$ cat src/rtl/twofish_pkg.sv
// rtl/twofish_pkg.sv - shared types and constants for the Twofish round sequencer
package twofish_pkg;

  localparam int NUM_ROUNDS      = 16;
  localparam int IN_WHITEN_BASE  = 0;
  localparam int OUT_WHITEN_BASE = 4;
  localparam int ROUND_KEY_BASE  = 8;

  typedef logic [31:0] word_t;
  typedef word_t [3:0] block_t;

  typedef enum logic [1:0] {
    IDLE,
    ROUND,
    DONE
  } seq_state_e;

endpackage

$ cat src/rtl/twofish_whiten.sv
// rtl/twofish_whiten.sv - word-wise 128-bit key XOR with optional 64-bit half swap
module twofish_whiten
  import twofish_pkg::*;
(
  input  block_t data,
  input  block_t key,
  input  logic   swap,
  output block_t result
);

  // swap exchanges the two 64-bit halves before XOR, undoing the last Feistel swap
  for (genvar i = 0; i < 4; i++) begin : g_word
    assign result[i] = (swap ? data[(i + 2) % 4] : data[i]) ^ key[i];
  end

endmodule

$ cat src/rtl/twofish_round_seq.sv
// rtl/twofish_round_seq.sv - iterative Twofish encryption sequencer around an external round datapath
module twofish_round_seq
  import twofish_pkg::*;
#(
  parameter int ROUNDS = NUM_ROUNDS,
  parameter int RCW    = $clog2(ROUNDS),
  parameter int KIW    = $clog2(2 * ROUNDS + 10)
) (
  input  logic             clk,
  input  logic             rst_n,
  input  logic             in_valid,
  output logic             in_ready,
  input  logic [127:0]     in_data,
  input  logic [127:0]     wk_in,
  input  logic [127:0]     wk_out,
  output logic [KIW-1:0]   key_idx,
  input  logic [31:0]      key_even,
  input  logic [31:0]      key_odd,
  output logic [127:0]     dp_state_o,
  output logic [31:0]      dp_k0,
  output logic [31:0]      dp_k1,
  input  logic [127:0]     dp_state_i,
  output logic             out_valid,
  input  logic             out_ready,
  output logic [127:0]     out_data,
  output logic             busy,
  output logic [RCW-1:0]   rnd
);

  seq_state_e state_q, state_d;
  block_t     blk_q;
  block_t     in_white;
  block_t     out_white;
  logic       accept;
  logic       last_round;

  twofish_whiten u_in_whiten (
    .data   (in_data),
    .key    (wk_in),
    .swap   (1'b0),
    .result (in_white)
  );

  twofish_whiten u_out_whiten (
    .data   (dp_state_i),
    .key    (wk_out),
    .swap   (1'b1),
    .result (out_white)
  );

  assign in_ready   = (state_q == IDLE) | ((state_q == DONE) & out_ready);
  assign accept     = in_valid & in_ready;
  assign last_round = (rnd == RCW'(ROUNDS - 1));
  assign busy       = (state_q == ROUND);
  assign key_idx    = KIW'({rnd, 1'b0}) + KIW'(ROUND_KEY_BASE);
  assign dp_state_o = blk_q;
  assign dp_k0      = key_even;
  assign dp_k1      = key_odd;

  always_comb begin
    state_d = state_q;
    case (state_q)
      IDLE:    if (accept) state_d = ROUND;
      ROUND:   if (last_round) state_d = DONE;
      DONE:    if (out_ready) state_d = accept ? ROUND : IDLE;
      default: state_d = IDLE;
    endcase
  end

  always_ff @(posedge clk or negedge rst_n) begin
    if (!rst_n) begin
      state_q   <= IDLE;
      blk_q     <= '0;
      rnd       <= '0;
      out_data  <= '0;
      out_valid <= 1'b0;
    end else begin
      state_q <= state_d;
      if (accept) begin
        blk_q <= in_white;
        rnd   <= '0;
      end else if (state_q == ROUND) begin
        blk_q <= dp_state_i;
        if (!last_round) rnd <= rnd + 1'b1;
      end
      // any consumer handshake retires the held result, including the back-to-back case
      if ((state_q == ROUND) && last_round) begin
        out_data  <= out_white;
        out_valid <= 1'b1;
      end else if ((state_q == DONE) && out_ready) begin
        out_valid <= 1'b0;
      end
    end
  end

endmodule

$ cat config.mk
export PLATFORM = sky130hd
export DESIGN_NAME = twofish_round_seq
export DESIGN_NICKNAME = d
export VERILOG_FILES = /design/src/rtl/twofish_pkg.sv /design/src/rtl/twofish_whiten.sv /design/src/rtl/twofish_round_seq.sv
export SDC_FILE = /design/constraint.sdc
export NUM_CORES = 1
export LEC_CHECK = 0
export ABC_AREA = 1
export BUFFER_PORTS_ARGS = -buffer_cell sky130_fd_sc_hd__buf_2
export CELL_PAD_IN_SITES_DETAIL_PLACEMENT = 1
export CELL_PAD_IN_SITES_GLOBAL_PLACEMENT = 1
export CORE_AREA = 2 2 351 353
export CTS_CLUSTER_DIAMETER = 200
export DETAILED_ROUTE_END_ITERATION = 10
export DIE_AREA = 0 0 353 355
export GPL_ROUTABILITY_DRIVEN = 0
export PLACE_DENSITY = 0.4
export SYNTH_ARGS = -nofsm -noshare
export SYNTH_HDL_FRONTEND = slang
export SYNTH_SLANG_ARGS = --single-unit
export TNS_END_PERCENT = 100
$ cat constraint.sdc
create_clock -name clk -period 1.6 [get_ports clk]
set_clock_uncertainty 0.15 [all_clocks]
set_input_delay 0.24 -clock clk [delete_from_list [all_inputs] [get_ports clk]]
set_output_delay 0.24 -clock clk [all_outputs]
set_load 0.1 [all_outputs]
==> report_table.html <==
<table>
<tr><th>Metric</th><th>Value</th></tr>
<tr><th colspan="2">Critical path</th></tr>
<tr><td>Crit path arrival time</td><td>1.58 ns</td></tr>
<tr><td>Startpoint of the worst-slack reg-to-reg timing path</td><td>rnd[3]</td></tr>
<tr><td>Required time of the critical path</td><td>1.21 ns</td></tr>
<tr><td>CP max FO</td><td>2</td></tr>
<tr><td>CP startpoint kind</td><td>flip-flop</td></tr>
<tr><td>Critical path launch point</td><td>state_q[1]</td></tr>
<tr><td>Reg2Reg Depth</td><td>10</td></tr>
<tr><td>Crit path capture type</td><td>output pin</td></tr>
<tr><td>Class of the most critical setup path</td><td>reg2out</td></tr>
<tr><th colspan="2">Yosys</th></tr>
<tr><td>Post-synthesis sequential area ratio</td><td>0.480</td></tr>
<tr><td>Distinct cells, synth</td><td>21</td></tr>
<tr><td>Library cell with the highest instance count after synthesis</td><td>nand2_1</td></tr>
<tr><td>Share of synthesized registers carrying an async set or reset</td><td>1.00</td></tr>
<tr><td>Most frequent cells after synthesis</td><td>nand2_1 (482), dfrtp_1 (263), o21ai_1 (180)</td></tr>
<tr><td>Synth top area share</td><td>0.480</td></tr>
<tr><td>Post-synth EDFFs</td><td>0</td></tr>
<tr><td>Gate Count Post-Synth</td><td>1578</td></tr>
<tr><td>Cell type with the highest aggregate area in the netlist</td><td>dfrtp_1</td></tr>
<tr><td>Cell types occupying the most area after synthesis</td><td>dfrtp_1 (48%), nand2_1 (13%), xor2_1 (8.2%)</td></tr>
<tr><td>Top FF cell, synth</td><td>dfrtp_1</td></tr>
<tr><td>Mapped Nets</td><td>2160</td></tr>
<tr><td>Mean Syn Cell Area</td><td>8.69 um2</td></tr>
<tr><td>Number of register bits inferred by synthesis</td><td>263</td></tr>
<tr><td>Count of yosys warnings during synthesis</td><td>0</td></tr>
<tr><td>Synthesized area</td><td>13700 um2</td></tr>
<tr><th colspan="2">Final layout</th></tr>
<tr><td>Area growth from synthesis to final layout</td><td>154%</td></tr>
<tr><td>Fraction of final layout cells with drive strength greater than 1</td><td>0.437</td></tr>
<tr><td>Count of filler cells inserted in the layout</td><td>13800</td></tr>
<tr><td>Seq. cell area</td><td>6590 um2</td></tr>
<tr><td>Total area of multi-input combinational cells</td><td>7490 um2</td></tr>
<tr><td>NumNets Final</td><td>3636</td></tr>
<tr><th colspan="2">STA</th></tr>
<tr><td>Number of endpoints with negative hold slack in the final report</td><td>0</td></tr>
<tr><td>Max Transition Viols Final</td><td>0</td></tr>
<tr><td>Slew HR</td><td>0.463</td></tr>
<tr><td>Final min period</td><td>1.97 ns</td></tr>
<tr><td>Setup TNS</td><td>-39.92 ns</td></tr>
<tr><td>Final Worst Setup Slack</td><td>-0.365 ns</td></tr>
<tr><td>Actual slew at the worst max-slew pin</td><td>0.805 ns</td></tr>
<tr><td>Fin crit share</td><td>1.23</td></tr>
<tr><td>Maximum clock frequency</td><td>0.509 GHz</td></tr>
<tr><td>Unrepaired setup endpoints after global routing</td><td>true</td></tr>
<tr><td>Number of setup violations in the final report</td><td>314</td></tr>
<tr><th colspan="2">GRT</th></tr>
<tr><td>Vias in the first global route</td><td>19300</td></tr>
<tr><td>Total overflow reported by the global router</td><td>0</td></tr>
<tr><td>Global-route wire length before repair</td><td>129000 um</td></tr>
<tr><td>Overall track demand over capacity in global routing</td><td>0.139</td></tr>
<tr><td>Maximum number of pins on one net before global-route repair</td><td>40</td></tr>
<tr><td>Number of antenna violations at the first check in global routing</td><td>4</td></tr>
<tr><th colspan="2">Drt</th></tr>
<tr><td>Residual antenna-violating net count after detailed routing</td><td>0</td></tr>
<tr><td>Vias per inst</td><td>3.64</td></tr>
<tr><td>Iteration-0 DRC count of the detailed router</td><td>488</td></tr>
<tr><td>Mean routed wirelength per cell</td><td>20.3 um</td></tr>
<tr><td>Via count of the routed design</td><td>17100</td></tr>
<tr><td>Drt drc</td><td>0</td></tr>
<tr><td>Routed wire length</td><td>95600 um</td></tr>
<tr><td>Pre-antenna DRT Iters</td><td>6</td></tr>
<tr><th colspan="2">Die</th></tr>
<tr><td>Core box area</td><td>121000 um2</td></tr>
<tr><td>Die Span X</td><td>353 um</td></tr>
<tr><td>Num rows</td><td>128</td></tr>
<tr><td>Area enclosed by the die boundary</td><td>125000 um2</td></tr>
<tr><td>Die Span Y</td><td>355 um</td></tr>
<tr><td>Initial cell density of the core</td><td>0.113</td></tr>
<tr><td>Top-Level Pins</td><td>913</td></tr>
<tr><th colspan="2">Power</th></tr>
<tr><td>Leakage power</td><td>0.0161 uW</td></tr>
<tr><td>Maximum vdd ir drop</td><td>1590 uV</td></tr>
<tr><td>Power consumption</td><td>80300 uW</td></tr>
<tr><td>Power density relative to cell area</td><td>2300 nW/um2</td></tr>
<tr><th colspan="2">Status</th></tr>
<tr><td>Violated checks</td><td>setup timing</td></tr>
<tr><td>Result of the run</td><td>complete, but fails checks</td></tr>
<tr><th colspan="2">Hold path</th></tr>
<tr><td>Class of the worst hold path</td><td>in2reg</td></tr>
<tr><td>Hold path startpoint</td><td>dp_state_i[3]</td></tr>
<tr><td>Hold-critical path depth</td><td>5</td></tr>
<tr><th colspan="2">Clock tree</th></tr>
<tr><td>Clock transition at the registers of the reported paths</td><td>0.05 ns</td></tr>
<tr><td>CTS Sinks</td><td>263</td></tr>
<tr><td>Maximum buffer depth of the clock tree</td><td>3</td></tr>
<tr><td>Number of levels in the clock H-tree</td><td>2</td></tr>
<tr><td>TritonCTS clock tree</td><td>done</td></tr>
<tr><td>Number of CTS-inserted buffers</td><td>39</td></tr>
<tr><td>Clock Root Buffer</td><td>clkbuf_16</td></tr>
<tr><td>Source-to-sink clock delay at the later pin of the worst-skew pair</td><td>0.57 ns</td></tr>
<tr><th colspan="2">Place</th></tr>
<tr><td>Pre-CTS setup slack</td><td>-0.185 ns</td></tr>
<tr><td>Post-DP HPWL</td><td>58100 um</td></tr>
<tr><td>Quantity of I/O buffers inserted on ports</td><td>783</td></tr>
<tr><th colspan="2">Run</th></tr>
<tr><td>Max-cap check violation count</td><td>0</td></tr>
</table>
routing by layer:
| layer | share of wire | global-route usage |
|---|---|---|
| met4 | 0.038 | 0.0510 |
| met5 | 0 | 0 |
| met2 | 0.53 | 0.260 |
| met3 | 0.056 | 0.0361 |
| met1 | 0.38 | 0.150 |
worst max-delay path, cell delays in order (launching register included):
cell	delay, ns
dfrtp_1	0.39
buf_4	0.14
buf_4	0.13
a21oi_4	0.15
buf_12	0.20
worst paths after layout:
kind,end,slack [ns]
setup / recovery,in_ready,-0.37
hold / removal,dp_state_o[3],0.05
setup reg to reg,out_data[95],-0.26
hold reg to reg,out_data[40],0.34
max in group asynchronous,rnd[1],-0.11
min in group asynchronous,out_data[76],0.27
placed cells by master, fill, tap and decap left out, types with 10 or more instances in the layout:
master	instances
nand3_1	85
clkbuf_1	10
buf_4	96
nand2_2	32
nand2_4	49
xor2_1	129
buf_8	21
buf_6	23
dfrtp_1	258
o21ai_2	87
o21ai_1	122
buf_2	514
xnor2_1	128
nand3_4	12
dlygate4sd3_1	579
clkbuf_16	68
nand2_1	401
buf_16	46
buf_12	288
nand3_2	74
cell families after synthesis:
family,share of synthesized area
fa+ha+maj,0.00182
xor+xnor,0.164
compound gates,0.0806
simple gates,0.197
other cells,0.000273
buf+inv,0.0762
flops,0.480
sequential cells by signal, summed over array words and instances (netlist names):
register    count
dp_state_o    128
out_data      128
rnd             4
state_q         2
out_valid       1
metrics by stage:
| step | utilization | instances | instance area [um2] | hold slack [ns] |
|---|---|---|---|---|
| floorplan | - | 1578 | 13900 | -0.206 |
| global placement | 0.167 | 3916 | 20300 | 0.0357 |
| detailed placement | 0.167 | 3916 | 20300 | 0.0348 |
| CTS | 0.269 | 4659 | 32700 | 0.0103 |
| global route | 0.287 | 4705 | 34900 | 0.0587 |
| finish | 0.287 | 4706 | 34900 | 0.0461 |
final cells by class:
| type | count | share of cell area |
|---|---|---|
| multi-input cells | 1142 | 0.215 |
| diodes | 2 | 0.000144 |
| well taps | 1625 | 0.0583 |
| repair buffers | 1596 | 0.500 |
| clock inverters | 6 | 0.00176 |
| clock buffers | 60 | 0.0341 |
| flip-flops and latches | 263 | 0.189 |
| inverters | 12 | 0.00215 |
report_power, final:
part	leakage [uW]	switching [uW]	internal, uW	total, uW
clock	0.000612	3490	5230	8720
sequential	0.00297	4030	9880	13900
combinational	0.0125	35800	21900	57700
what timing repair did:
action,4_1_cts,5_1_grt
hold buffers,580,0
setup endpoints to repair,513,491
resized for setup,1039,355
hold endpoints to repair,519,0
buffers inserted,65,20
pin swaps,13,72
cloned,33,34
Power figures use the tool's default switching activity.
